$ cat src/rtl/ifetch_unit_pkg.sv
// Shared encodings for the instruction-fetch stage: next-PC operation codes,
// reset PC default, NOP encoding and the fetch FSM state type.
package ctrl_encode_def;

    // Next-PC selection codes driven by the decoder
    localparam logic [2:0] NPC_PLUS4  = 3'b000;
    localparam logic [2:0] NPC_BRANCH = 3'b001;
    localparam logic [2:0] NPC_JUMP   = 3'b010;
    localparam logic [2:0] NPC_JALR   = 3'b100;

    // Default PC after reset
    localparam logic [31:0] RESET_PC_DEFAULT = 32'h0000_0000;

    // addi x0, x0, 0
    localparam logic [31:0] NOP_INST = 32'h0000_0013;

    // Fetch FSM states
    typedef enum logic [1:0] {
        S_REQ   = 2'd0,
        S_WAIT  = 2'd1,
        S_HOLD  = 2'd2,
        S_FAULT = 2'd3
    } ifu_state_e;

endpackage

$ cat src/rtl/ifetch_unit_npc.sv
// Combinational next-PC computation for the fetch stage.
// Build option IFU_MISALIGN_TRAP_EN: when defined the raw target is passed
// through and a misalignment flag is raised; otherwise the target is forced
// to a word boundary and the flag is tied low.
module ifu_npc
    import ctrl_encode_def::*;
(
    input  logic [31:0] pc_i,
    input  logic [2:0]  npc_op_i,
    input  logic [31:0] imm_i,
    input  logic [31:0] alu_res_i,
    output logic [31:0] pc_plus4_o,
    output logic [31:0] next_pc_o,
    output logic        misaligned_o
);

    logic [31:0] target;

    assign pc_plus4_o = pc_i + 32'd4;

    // Select the raw target; unknown encodings fall back to sequential flow
    always_comb begin
        target = pc_plus4_o;
        case (npc_op_i)
            NPC_BRANCH, NPC_JUMP: target = pc_i + imm_i;
            NPC_JALR:             target = {alu_res_i[31:1], 1'b0};
            default:              target = pc_plus4_o;
        endcase
    end

`ifdef IFU_MISALIGN_TRAP_EN
    assign next_pc_o    = target;
    assign misaligned_o = |target[1:0];
`else
    assign next_pc_o    = target & 32'hFFFF_FFFC;
    assign misaligned_o = 1'b0;
`endif

endmodule

$ cat src/rtl/ifetch_unit.sv
// Instruction-fetch stage: PC register, instruction register, one outstanding
// instruction-memory request, response timeout, PC update on retire.
// Build option IFU_MISALIGN_TRAP_EN: misaligned next-PC traps into S_FAULT and
// raises ifu_fault; undefined, targets are word-aligned and ifu_fault is 0.
//
// Memory handshake: imem_req is held high with imem_addr stable until a rising
// edge samples imem_req && imem_gnt; that edge transfers the request. The
// response is a single imem_rvalid cycle, accepted only in S_WAIT (at the
// earliest one cycle after the grant), with no back-pressure.
module ifetch_unit
    import ctrl_encode_def::*;
#(
    parameter logic [31:0] RESET_PC = RESET_PC_DEFAULT,
    parameter int unsigned IMEM_TO  = 16
) (
    input  logic        clk,
    input  logic        rstn,
    output logic        imem_req,
    output logic [31:0] imem_addr,
    input  logic        imem_gnt,
    input  logic        imem_rvalid,
    input  logic [31:0] imem_rdata,
    output logic [31:0] inst,
    output logic        inst_valid,
    output logic [31:0] pc,
    output logic [31:0] pc_plus4,
    input  logic        retire,
    input  logic [2:0]  npc_op,
    input  logic [31:0] imm,
    input  logic [31:0] alu_res,
    output logic        ifu_timeout,
    output logic        ifu_fault,
    output logic [1:0]  fsm_state
);

    localparam logic [15:0] TO_LAST = 16'(IMEM_TO - 1);

    ifu_state_e  state_q, state_d;
    logic [31:0] pc_q, pc_d;
    logic [31:0] inst_q, inst_d;
    logic        inst_valid_q, inst_valid_d;
    logic [15:0] to_cnt_q, to_cnt_d;
    logic        run_q;
    logic [31:0] next_pc;
    logic        misaligned;
    logic        to_hit;

    ifu_npc u_npc (
        .pc_i         (pc_q),
        .npc_op_i     (npc_op),
        .imm_i        (imm),
        .alu_res_i    (alu_res),
        .pc_plus4_o   (pc_plus4),
        .next_pc_o    (next_pc),
        .misaligned_o (misaligned)
    );

    assign to_hit = (IMEM_TO != 0) && (to_cnt_q == TO_LAST);

    // Next-state, register updates and handshake outputs
    always_comb begin
        state_d      = state_q;
        pc_d         = pc_q;
        inst_d       = inst_q;
        inst_valid_d = inst_valid_q;
        to_cnt_d     = to_cnt_q;
        imem_req     = 1'b0;
        ifu_timeout  = 1'b0;
        case (state_q)
            S_REQ: begin
                // run_q keeps the request low until the first edge after reset
                imem_req = run_q;
                if (run_q && imem_gnt) begin
                    state_d  = S_WAIT;
                    to_cnt_d = '0;
                end
            end
            S_WAIT: begin
                if (imem_rvalid) begin
                    inst_d       = imem_rdata;
                    inst_valid_d = 1'b1;
                    to_cnt_d     = '0;
                    state_d      = S_HOLD;
                end else if (to_hit) begin
                    ifu_timeout = 1'b1;
                    to_cnt_d    = '0;
                    state_d     = S_REQ;
                end else begin
                    to_cnt_d = to_cnt_q + 16'd1;
                end
            end
            S_HOLD: begin
                if (retire) begin
                    pc_d         = next_pc;
                    inst_valid_d = 1'b0;
                    state_d      = misaligned ? S_FAULT : S_REQ;
                end
            end
            S_FAULT: begin
                state_d = S_FAULT;
            end
            default: state_d = S_REQ;
        endcase
    end

    // State, PC/IR and timeout counter registers
    always_ff @(posedge clk or negedge rstn) begin
        if (!rstn) begin
            state_q      <= S_REQ;
            pc_q         <= RESET_PC;
            inst_q       <= NOP_INST;
            inst_valid_q <= 1'b0;
            to_cnt_q     <= '0;
            run_q        <= 1'b0;
        end else begin
            state_q      <= state_d;
            pc_q         <= pc_d;
            inst_q       <= inst_d;
            inst_valid_q <= inst_valid_d;
            to_cnt_q     <= to_cnt_d;
            run_q        <= 1'b1;
        end
    end

    assign imem_addr  = pc_q;
    assign pc         = pc_q;
    assign inst       = inst_q;
    assign inst_valid = inst_valid_q;
    assign fsm_state  = state_q;

`ifdef IFU_MISALIGN_TRAP_EN
    assign ifu_fault = (state_q == S_FAULT);
`else
    assign ifu_fault = 1'b0;
`endif

endmodule
$ cat config.mk
export PLATFORM = sky130hd
export DESIGN_NAME = ifetch_unit
export DESIGN_NICKNAME = d
export VERILOG_FILES = /design/src/rtl/ifetch_unit_pkg.sv /design/src/rtl/ifetch_unit_npc.sv /design/src/rtl/ifetch_unit.sv
export SDC_FILE = /design/constraint.sdc
export NUM_CORES = 1
export LEC_CHECK = 0
export ABC_AREA = 1
export CORE_ASPECT_RATIO = 0.7
export CORE_MARGIN = 5
export CORE_UTILIZATION = 25
export CTS_CLUSTER_SIZE = 24
export DETAILED_ROUTE_END_ITERATION = 10
export GPL_ROUTABILITY_DRIVEN = 0
export RECOVER_POWER = 50
export SYNTH_ARGS = -nofsm -noshare
export SYNTH_HDL_FRONTEND = slang
export SYNTH_SLANG_ARGS = --single-unit
$ cat constraint.sdc
create_clock -name clk -period 2.1 [get_ports clk]
set_input_delay 0.42 -clock clk [delete_from_list [all_inputs] [get_ports clk]]
set_output_delay 0.42 -clock clk [all_outputs]
set_load 0.02 [all_outputs]
==> out/summary.md, run 1 <==
The startpoint identified for the worst register-to-register timing path is imem_addr[17]$_DFFE_PN0P_. The slew at the pin with the worst max-slew slack works out to 0.761 ns. The worst hold path was traced through 2 stages.

The global-route congestion overflow total came out at 0. The detailed router used layers up to and including met4. The root buffer cell chosen for the clock tree is sky130_fd_sc_hd__clkbuf_16. The final routed wire length divided by cell count was 16.2 microns. TritonCTS built the clock tree. The logs give 0 for the max-capacitance violation count and 0 for the number of failing hold endpoints at the final stage. The final design utilization was 45.1%; the deepest clock path buffer count was 2. Summing every instance area after synthesis gives 7310 sq um. The run gives 18.5% as the total global routing track utilization.

The library cells used most frequently in the layout, excluding fill and tap cells, are 385 x sky130_fd_sc_hd__nand2_1, 190 x sky130_fd_sc_hd__buf_4, 184 x sky130_fd_sc_hd__clkdlybuf4s50_1. The launching element type of the critical path was a flop. The worst setup path is captured at a primary output. The number of port buffers is 226.

On the final layout, the worst clock skew is 0.00788 ns. The clock period minus worst slack was 2.30 ns; the count of cell instances traversed by the critical path was 8. Counting the buffers created by CTS gives 9. The number of antenna diodes in the final layout is 0.

After synthesis the netlist holds a flip-flop and latch count of 82. The family of cells with the greatest summed delay on the critical path is simple AND/OR/NAND/NOR gates. For the worst path required time, the log shows 1.68 ns.

The run gives 238 as the I/O pin count. Entering global routing, the biggest net connects 58 pins. IR analysis of the VDD net gives a maximum drop of 0.703 mV. In the final layout, the share of cells above drive strength 1 is 33.5%. Setup repair after global routing could not meet its margin everywhere. Routed via count: 8,998.

Each instance of the synthesized netlist takes up on average 6.20 sq um. The run gives 25 as the number of setup violations in the final report. The endpoint identified for the worst register-to-register timing path is imem_addr[21]$_DFFE_PN0P_. The tools report the estimated wirelength of the detail-placed design as 24.9 mm.

In the synthesized netlist, the number of instances is 1,178. After detailed routing, the wire length on met1 is 15.0 mm. For this run, the top clock speed supported by timing is 434 MHz. The flow ran to the end, but the final reports show violations. For this run, the slowest stage of the critical path takes 0.44 ns. The placed instances occupy a cell area of 11,200 sq um. The slowest stage of the critical path is the sky130_fd_sc_hd__dfrtp_1 cell. The run gives 1.88 ns as the signal arrival time at the worst endpoint. The least setup slack across all paths after layout is -0.203 ns. Traced cell by cell, the critical path runs through nand2_1 > nor2_2 > nand2_2 > nor2_2 > nand2_1 > nand2_1 > nand2_2 > buf_4. For the total count of max-transition violations in the final report, the log shows 0. The combined buffer and inverter count along the critical path was 1; the setup slack on the worst flop-to-flop path was -0.04 ns.

The floorplan has 52 rows. For the worst flop-to-flop path, the logic depth is 13. The average via count per standard cell was 4.58. Yosys printed 0 warnings. From left edge to right edge, the die measures 214 microns. Following the worst setup path forward leads to its endpoint at pc_plus4[30]. The number of clock sinks is 82, and the tightest slew margin relative to the limit is 49.3%.

Dividing total power by cell area gives a power density of 1510 nW/um^2. The core region is 28,900 sq um. The final period utilization was 110%. For this configuration, the core starts out at a cell density of 25.3%. Clock insertion delay at the later pin of the skew report: 0.35 ns. Along the worst path, the maximum fanout reaches 4. Total wire length after detailed routing: 31.8 mm. Detailed routing placed a total of 13.7 mm of wire on met2. The synthesized netlist contains 48 unique library cells. The first TritonRoute pass finished after 6 iterations. For this run, the post-layout net count is 1,722. In this run the remaining antenna-violating nets after routing total 0. The number of remaining DRC errors is 0. The via count of the first global-routing pass was 8,757; the leakage power was 6.29 nW.

The logs give 0 for the number of antenna violations at the first check in global routing and 13,000 sq um for the post-route cell area. The number of placed instances, taps included, is 1,920. The share of the Yosys chip area taken by registers is 28.1%. The checks that failed: setup timing. The final non-filler cell total came out at 1,964. The type of the worst min-delay path is flop to flop.

The clock tree synthesis step divided the H-tree into 3 levels. Clock-pin slew was measured on the worst setup and hold paths at 0.07 ns. Path type of the worst setup path: flop to primary output.

The most critical setup path has its startpoint at imem_addr[14]$_DFFE_PN0P_. The layout-stage area growth over the synthesis result was 78.3%; the violation count after the first detailed-routing iteration was 580. In this design, the critical path's most frequently occurring cell is sky130_fd_sc_hd__nand2_1. Leading cell type in the layout, fill and taps excluded: sky130_fd_sc_hd__nand2_1.

OpenSTA, run right after detailed placement, puts the worst setup slack at -0.555 ns. The first global-routing pass estimated 48.9 mm of wire. The wire length on met3 was 2.33 mm. The floorplan die height works out to 153 microns. The overall die area was 32,800 sq um.
-- per-stage QoR --
step	total power, mW	hold WS, ns	TNS [ns]
floorplan	9.29	0.124	0
global placement	15.5	0.366	-15.95
detailed placement	15.6	0.372	-16.87
CTS	18.3	0.469	-2.67
global route	21.0	0.488	-6.97
finish	19.7	0.472	-3.09
-- cells in the mapped netlist, drive strengths merged --
library cell / n / area, sq um
nand3b: 17 / 131
nand2: 470 / 1780
o22ai: 1 / 6.26
fa: 1 / 20.0
a211oi: 1 / 7.51
a31oi: 2 / 12.5
a22oi: 4 / 30.0
dfrtp: 79 / 1980
nand3: 63 / 333
ha: 35 / 438
mux2i: 1 / 10.0
nor2: 114 / 482
a221oi: 2 / 17.5
o21ai: 26 / 130
a41oi: 1 / 8.76
clkbuf: 16 / 60.1
o211ai: 2 / 15.0
xnor2: 3 / 41.3
dfstp: 3 / 78.8
xor2: 15 / 131
conb: 2 / 7.51
and2: 4 / 25.0
inv: 161 / 604
o21bai: 3 / 22.5
a21o: 2 / 15.0
nor3b: 2 / 15.0
nor4: 2 / 18.8
nor3: 14 / 90.1
buf: 41 / 310
nand4: 17 / 106
or2: 5 / 31.3
a21oi: 69 / 353
-- sequential cells by signal, summed over array words and instances, names as in the netlist --
signal,flops
run_q,1
imem_addr,30
inst,32
to_cnt_q,16
inst_valid,1
fsm_state,2
-- report_power, final --
part | switching, mW | internal, mW | total [mW]
clock network | 0.699 | 0.945 | 1.64
logic | 8.42 | 6.86 | 15.3
registers | 0.515 | 2.24 | 2.76
-- layout make-up --
cell class | instances | area [sq um]
Tap cell | 378 | 473
Clock buffer | 10 | 239
Inverter | 161 | 612
Clock inverter | 5 | 55.1
Sequential cell | 82 | 2060
Multi-Input combinational cell | 884 | 5530
Timing Repair Buffer | 444 | 4060
Fill cell | 2959 | 15900
-- layer usage --
metal  up-vias  track usage (%)
li1       4458                -
met1      4169             26.9
met2       328             28.2
met3        43             4.11
met4         0             4.20
met5         -                0
-- what timing repair did --
action                                  4_1_cts  5_1_grt
endpoints found under the hold margin        11        0
hold buffers                                  1        0
resized for setup                           266      204
endpoints found under the setup margin       56       60
pin swaps                                    32       57
buffers inserted                             15       14
-- worst reg2reg max path, stage by stage (launching register included) --
cell,delay [ns]
sky130_fd_sc_hd__dfrtp_1,0.43
sky130_fd_sc_hd__buf_6,0.14
sky130_fd_sc_hd__buf_6,0.11
sky130_fd_sc_hd__buf_6,0.12
sky130_fd_sc_hd__ha_4,0.28
sky130_fd_sc_hd__nand2_4,0.05
sky130_fd_sc_hd__nor2_2,0.12
sky130_fd_sc_hd__inv_1,0.08
sky130_fd_sc_hd__nor2_2,0.10
sky130_fd_sc_hd__buf_4,0.13
sky130_fd_sc_hd__nand4_1,0.14
sky130_fd_sc_hd__nand4_1,0.15
sky130_fd_sc_hd__nand3_1,0.11
sky130_fd_sc_hd__a21oi_1,0.12
-- cells by family after synthesis --
group,after synthesis,share of synthesized area (%)
and+or+nand+nor,708,41.2
buffers and inverters,218,13.3
AOI/OAI and AO/OA,113,8.46
DFF,82,28.1
adders and majority gates,36,6.27
xor gates and xnor gates,18,2.36
other,2,0.103
muxes,1,0.137
-- worst min path at each step --
stage,start,end,slack (ns)
CTS,inst[0]$_DFFE_PN1P_,inst[0]$_DFFE_PN1P_,0.47
floorplan,rstn,fsm_state[0]$_DFFE_PN0P_,0.12
finish,inst[1]$_DFFE_PN1P_,inst[1]$_DFFE_PN1P_,0.47
global placement,rstn,imem_addr[3]$_DFFE_PN0P_,0.37
detailed placement,rstn,imem_addr[4]$_DFFE_PN0P_,0.37
global route,inst[0]$_DFFE_PN1P_,inst[0]$_DFFE_PN1P_,0.49
No activity file was read; power rests on OpenSTA's default activity.
==> run 2: changes to the inputs <==
Settings changed: DONT_BUFFER_PORTS from default to 1, RECOVER_POWER 50 to 25.
==> run 2 against run 1 <==
  * The run ends with hold timing, setup timing left
  * Maximum frequency grew 1.3%
  * Largest cell class unchanged
  * Sequential cell count is the same
  * First-iteration DRC count rose by 22%
  * Clock skew is 0.00093 ns higher
  * Wire length is 3.3% lower
  * Global-route usage is 1.0 points lower
  * Count of clock-buffer cells in the layout shrank 1
  * Total power is 8.4% lower
  * Sequential share of layout area is 3.1 points higher
  * Largest power group unchanged
  * Critical path depth fell by 2
  * Final cell count is 12% lower
==> out/summary.md, run 2 (synthesis results as in run 1) <==
The final routed wire length divided by cell count came out at 17.8 microns (+10%). The maximum fanout along the worst path was 3 (-1); the I/O pin count was 238 (unchanged). The core area was 28,900 sq um (unchanged); the share of post-route cells with drive strength above 1 was 38.1% (+4.7 points).

The setup slack on the worst flop-to-flop path came out at -0.11 ns (-0.07 ns). The final design utilization came out at 37.9% (-7.2 points). The logs give 0.35 ns (about the same) for the clock insertion delay at the later pin of the skew report and 709 (+22%) for the violation count after the first detailed-routing iteration. The worst reg-to-reg path cell count was 14 (+1).

The initial cell density of the core was 25.3% (unchanged). For the post-placement cell area, the log shows 8640 sq um (-23%). The checks that failed: hold timing, setup timing. Areal power density over the cells: 1650 nW/um^2 (+8.9%). The run gives 70.7% (-6.9 points) as the relative contribution of combinational cells to total power. The logs give 8.59 mW (-14%) for the internal power contribution and 0 (unchanged) for the total count of max-transition violations in the final report. Layout-stage area growth over the synthesis result: 50.0%.

In the layout the commonest cells are 379 x sky130_fd_sc_hd__nand2_1, 163 x sky130_fd_sc_hd__buf_4, 139 x sky130_fd_sc_hd__inv_1. TritonCTS built the clock tree. The clock-pin transition on the worst setup and hold timing paths was 0.07 ns (about the same); the number of placed instances with taps included was 1,648 (-14%). The slew at the pin with the worst max-slew slack works out to 0.532 ns (-0.228 ns).

Path type of the worst setup path: flop to primary output. The least setup slack across all paths after layout is -0.172 ns (+0.0307 ns), and the average via count per standard cell is 4.81 (+5.1%). The deepest clock path buffer count is 2 (unchanged), and the CTS buffer count is 9 (unchanged). The tools report the total wire length after detailed routing as 30.7 mm (-3.3%).

The logs give 64.5% (+15 points) for the tightest slew margin relative to the limit and 44.9 mm (-8.1%) for the global-route wire length before repair. The number of clock sinks came out at 82 (unchanged). Floorplan row count: 52 (unchanged).

The clock period minus worst slack was 2.27 ns (-0.0307 ns). The logs give 0 (unchanged) for the number of antenna violations at the first check in global routing and 0 (unchanged) for the count of antenna-violating nets left after detailed routing. The floorplan die height is 153 microns (unchanged).

Estimated wirelength of the detail-placed design: 23.6 mm (-5.2%). The pin count of the biggest net entering global routing was 83 (+43%). The type of the worst min-delay path was input port to asynchronous set/reset pin.

The logs give 0.850 mV (+21%) for the peak supply drop and 17.5% (-1.0 points) for the total global routing track utilization. The switching part of the total came out at 52.3% (+3.4 points). The flow ran to the end, but the final reports show violations.

The number of H-tree branching levels is 3 (unchanged). The tools report the launching element type of the critical path as a flop. The final period utilization works out to 108% (-1.5 points). The overall die area was 32,800 sq um (unchanged); the number of flip-flops in the largest register was 32 (unchanged).

The signal arrival time at the worst endpoint is 1.85 ns (-0.03 ns), and the accumulated negative setup slack is -2.79 ns (+0.301 ns). The number of search-and-repair iterations in the first detailed-routing pass is 5 (-1). The global-route congestion overflow total is 0 (unchanged). The via count of the first global-routing pass came out at 7,759 (-11%). The tree is rooted in a sky130_fd_sc_hd__clkbuf_16. The tools report the share of total power in sequential cells as 18.7% (+4.7 points). For the final non-filler cell total, the log shows 1,726 (-12%). For the worst slack on hold paths, the log shows -0.242 ns (-0.714 ns). The number of setup violations in the final report is 27 (+8.0%). The logs give 0 (unchanged) for the max-capacitance violation count and 1.68 ns (about the same) for the worst path required time. The post-route cell area came out at 11,000 sq um (-16%). The leading cell type in the layout, fill and taps excluded is sky130_fd_sc_hd__nand2_1. For the leakage power, the log shows 5.36 nW (-15%). The tools report the clock network fraction of total power as 10.6% (+2.2 points). The count of inserted antenna diode cells is 0 (unchanged). The number of remaining DRC errors was 0 (unchanged).

Final net count: 1,483 (-14%). The tools report the critical path capture point type as a primary output. The logs give 0.00881 ns (+0.000925 ns) for the largest clock skew in the final design and 9.44 mW (-2.0%) for the switching power. The die span in x is 214 microns (unchanged), and the top achievable clock speed is 440 MHz (+1.3%). The number of port buffers was 0 (-100%). Setup repair after global routing could not meet its margin everywhere.

The number of failing hold endpoints at the final stage was 82 (+82); the routed via count was 8,308 (-7.7%).
-- run 2: final cells by class --
class / count / area, sq um
clock buffer: 9 / 225
clock inverter: 7 / 124
fill: 2985 / 17900
inverter: 161 / 617
multi-input combinational: 884 / 5670
sequential: 82 / 2070
tap: 378 / 473
timing repair buffer: 205 / 1780
-- run 2: power groups by stage --
stage / logic (mW) / clock network, mW / registers (mW)
finish: 12.8 / 1.91 / 3.37
global route: 13.7 / 2.04 / 3.45
CTS: 10.8 / 1.97 / 3.32
detailed placement: 9.61 / 0 / 3.35
global placement: 9.48 / 0 / 3.35
floorplan: 5.62 / 0 / 3.67
-- run 2: final timing paths --
kind	from	endpoint
worst max-delay path	imem_addr[11]$_DFFE_PN0P_	pc_plus4[14]
worst max register to register	imem_addr[11]$_DFFE_PN0P_	imem_addr[12]$_DFFE_PN0P_
worst min register to register	to_cnt_q[13]$_DFFE_PN0P_	to_cnt_q[13]$_DFFE_PN0P_
min in group clk	imem_rdata[1]	inst[1]$_DFFE_PN1P_
worst min-delay path	rstn	imem_addr[2]$_DFFE_PN0P_
max in group asynchronous	rstn	inst[4]$_DFFE_PN1P_
-- run 2: critical path, stage by stage, from the launching register on --
cell,delay (ns)
sky130_fd_sc_hd__dfrtp_1,0.41
sky130_fd_sc_hd__inv_2,0.09
sky130_fd_sc_hd__nor3_4,0.26
sky130_fd_sc_hd__nand2_2,0.15
sky130_fd_sc_hd__nor2_4,0.20
sky130_fd_sc_hd__xor2_1,0.19
sky130_fd_sc_hd__buf_4,0.19
-- run 2: repair_timing --
action,4_1_cts,5_1_grt
setup buffers,34,28
setup endpoints to repair,44,61
hold endpoints to repair,82,82
pin swaps,27,84
resized for setup,135,237
-- run 2: per-layer routing --
metal,vias up,routed length [microns],global-route usage (%)
met5,-,0,0
met4,0,807,4.48
met3,48,2780,5.58
met2,352,13600,26.3
met1,3928,13500,24.5
li1,3980,-,-
-- run 2: through the flow --
step                power, mW  setup slack (ns)
finish                   18.0            -0.172
global route             19.2            -0.261
CTS                      16.1            -0.210
detailed placement       13.0            -0.130
global placement         12.8            -0.104
floorplan                9.29           0.00150
==> run 3: changes to the inputs <==
Settings changed: ABC_CLOCK_PERIOD_IN_PS from default to 2100, CORE_UTILIZATION 25 to 60, PLACE_DENSITY from default to 0.76.
==> run 3 against run 2 <==
  * The run still ends with hold timing, setup timing left
  * Sequential cell count did not move
  * Setup slack got worse by 0.037 ns
  * Wire length fell by 2.7%
  * Non-clock buffer count fell by 68
  * First-iteration DRC count rose by 51%
  * Critical path type unchanged
  * Highest routed layer unchanged
==> out/summary.md, run 3 (synthesis results as in run 1) <==
The run finished, with violations left. The final reports fail on hold timing, setup timing. In this run the critical register-to-register path is launched from imem_addr[14]$_DFFE_PN0P_. The most numerous cell type found on the critical path is sky130_fd_sc_hd__buf_4. The tightest slew margin relative to the limit was 61.7% (-2.8 points). The logs give 0 (unchanged) for the count of antenna-violating nets left after detailed routing and 0 (unchanged) for the global-route congestion overflow total. The largest clock skew in the final design is 0.0143 ns (+0.00548 ns), and the floorplan row count is 33 (-37%). In this run the worst hold path is classified as input port to asynchronous set/reset pin. The multi-input gate area in the final layout is 5260 sq um (-7.2%).

The CTS buffer count came out at 9 (unchanged). The tools report the launching element type of the critical path as a flop. The number of failing hold endpoints at the final stage came out at 82 (unchanged). The critical path is of the flop to primary output type. Number of setup violations in the final report: 37 (+37%). In this run the worst setup path terminates at pc_plus4[14]. The tools report the number of search-and-repair iterations in the first detailed-routing pass as 7 (+2). Leading cell type in the layout, fill and taps excluded: sky130_fd_sc_hd__nand2_1. The logs give 83 (unchanged) for the pin count of the biggest net entering global routing and 1.09 mV (+28%) for the peak supply drop. The total wire length after detailed routing was 29.9 mm (-2.7%). The post-placement cell area is 7930 sq um (-8.2%). The I/O pin count was 238 (unchanged). The tools report the routed via count as 8,817 (+6.1%). Floorplan die height: 102 microns (-33%).

From synthesis to final layout, the design area changed by 31.2%. Number of remaining DRC errors: 0 (unchanged). The run gives 2 (unchanged) as the deepest clock path buffer count. The estimated wirelength of the detail-placed design was 18.8 mm (-20%); the final period utilization was 110% (+1.8 points). Share of post-route cells with drive strength above 1: 29.5% (-8.6 points). TritonCTS built the clock tree. The critical path capture point type is a primary output. The critical path launch point is imem_addr[12]$_DFFE_PN0P_. Setup repair after global routing could not meet its margin everywhere. Register area: 2070 sq um (+0.12%). The die span in x was 142 microns (-34%); the total count of max-transition violations in the final report was 0 (unchanged).

The library cells used most frequently in the layout, excluding fill and tap cells, are 407 x sky130_fd_sc_hd__nand2_1, 144 x sky130_fd_sc_hd__inv_1, 114 x sky130_fd_sc_hd__buf_4. The signal arrival time at the worst endpoint was 1.89 ns (+0.04 ns); the max-capacitance violation count was 0 (unchanged). The number of flip-flops in the largest register is 32 (unchanged), and the number of antenna violations at the first check in global routing is 0 (unchanged). The worst slack on hold paths is -0.248 ns (-0.00590 ns), and the average via count per standard cell is 6.14 (+27%). The count of inserted antenna diode cells was 0 (unchanged); the slew at the pin with the worst max-slew slack was 0.573 ns (+0.0401 ns).

The global-route wire length before repair came out at 39.1 mm (-13%). The violation count after the first detailed-routing iteration is 1,068 (+51%). The worst path required time is 1.68 ns (about the same). The post-route cell area was 9590 sq um (-13%); the final routed wire length divided by cell count was 20.8 microns (+17%).

The total global routing track utilization came out at 34.5% (+17 points). The least setup slack across all paths after layout was -0.209 ns (-0.0370 ns). For the number of clock sinks, the log shows 82 (unchanged).

The run gives 1,415 (-4.6%) as the final net count. For the number of fillers in the final layout, the log shows 786 (-74%). For the core area, the log shows 11,800 sq um (-59%). The run gives -0.0377 ns (+0.0927 ns) as the pre-CTS worst setup slack.

The end of the worst register-to-register path is imem_addr[25]$_DFFE_PN0P_. The delay of the slowest cell on the worst path is 0.42 ns (about the same). Traced cell by cell, the critical path runs through nand2_2 > nor3_2 > buf_4 > nand2_4 > nor2_4 > xor2_1 > buf_4.

The run gives 3 (unchanged) as the number of H-tree branching levels. The areal power density over the cells came out at 1700 nW/um^2 (+3.1%). The maximum fanout along the worst path was 3 (unchanged); the via count of the first global-routing pass was 7,473 (-3.7%). Number of port buffers: 0 (unchanged).

The initial cell density of the core was 61.9% (+37 points); the top achievable clock speed was 433 MHz (-1.6%). The clock period minus worst slack works out to 2.31 ns (+0.0370 ns). Cell at the slowest stage of the critical path: sky130_fd_sc_hd__dfrtp_2. For the setup slack on the worst flop-to-flop path, the log shows -0.14 ns (-0.03 ns). For the leakage power, the log shows 4.83 nW (-9.9%).

The worst reg-to-reg path cell count is 11 (-3). The clock insertion delay at the later pin of the skew report came out at 0.36 ns (about the same). The clock-pin transition on the worst setup and hold timing paths is 0.08 ns (about the same). The overall die area was 14,500 sq um (-56%). Clock tree synthesis selected as its root buffer the cell sky130_fd_sc_hd__clkbuf_16.
[run 3: cell types whose count changed in the layout (fill, tap and decap cells not counted), sizes merged]
cell,change
clkinv,+3
bufinv,-3
buf,-68
[run 3: worst max-delay path: cells and delay by family (launching register included)]
family	cells	cell delay, ns
buf+inv	2	0.35
flops	1	0.42
xor+xnor	1	0.16
simple gates	4	0.60
[run 3: final cells by class]
type                       instances  share of cell area [%]
clock buffer                       9                    2.35
inverter                         161                    6.36
timing repair buffer             137                    12.2
sequential                        82                    21.6
tap                              157                    2.05
clock inverter                     7                   0.613
multi-input combinational        884                    54.9
[run 3: worst min path at each step]
stage / from / end / slack, ns / cells past startpoint
after floorplan: rstn / fsm_state[0]$_DFFE_PN0P_ / 0.12 / 0
after global routing: rstn / imem_addr[18]$_DFFE_PN0P_ / -0.25 / 0
after detailed placement: rstn / to_cnt_q[9]$_DFFE_PN0P_ / 0.13 / 0
after CTS: rstn / imem_addr[18]$_DFFE_PN0P_ / -0.24 / 0
final: rstn / to_cnt_q[11]$_DFFE_PN0P_ / -0.25 / 0
after global placement: rstn / to_cnt_q[9]$_DFFE_PN0P_ / 0.13 / 0
[run 3: stage by stage]
step	setup TNS [ns]	util, %	power, mW	instances
after global routing	-5.40	81.2	17.1	1437
after global placement	0	67.1	11.6	1381
after detailed placement	-0.103	67.1	11.8	1381
final	-3.63	81.2	16.3	1437
after floorplan	0	-	9.29	1184
after CTS	-0.721	75.1	14.4	1428
[run 3: layer usage]
| metal | part of all wire, % | routed length [microns] | up-vias | GRT usage [%] |
|---|---|---|---|---|
| li1 | - | - | 3850 | - |
| met1 | 35 | 10600 | 3988 | 46.3 |
| met2 | 45 | 13300 | 775 | 53.6 |
| met3 | 14 | 4070 | 204 | 9.73 |
| met4 | 6.5 | 1930 | 0 | 12.8 |
| met5 | 0 | 0 | - | 0 |
[run 3: timing repair]
item                                    in CTS  in global routing
endpoints found under the setup margin      30                 57
pin swaps                                   25                 51
gates resized for setup                    109                156
endpoints found under the hold margin       82                 82
buffers inserted                            31                  9
[run 3: report_power, final]
| group | total, mW | internal (mW) | switching [mW] |
|---|---|---|---|
| combinational | 11.3 | 4.07 | 7.21 |
| clock | 1.60 | 0.825 | 0.777 |
| sequential | 3.37 | 2.26 | 1.12 |
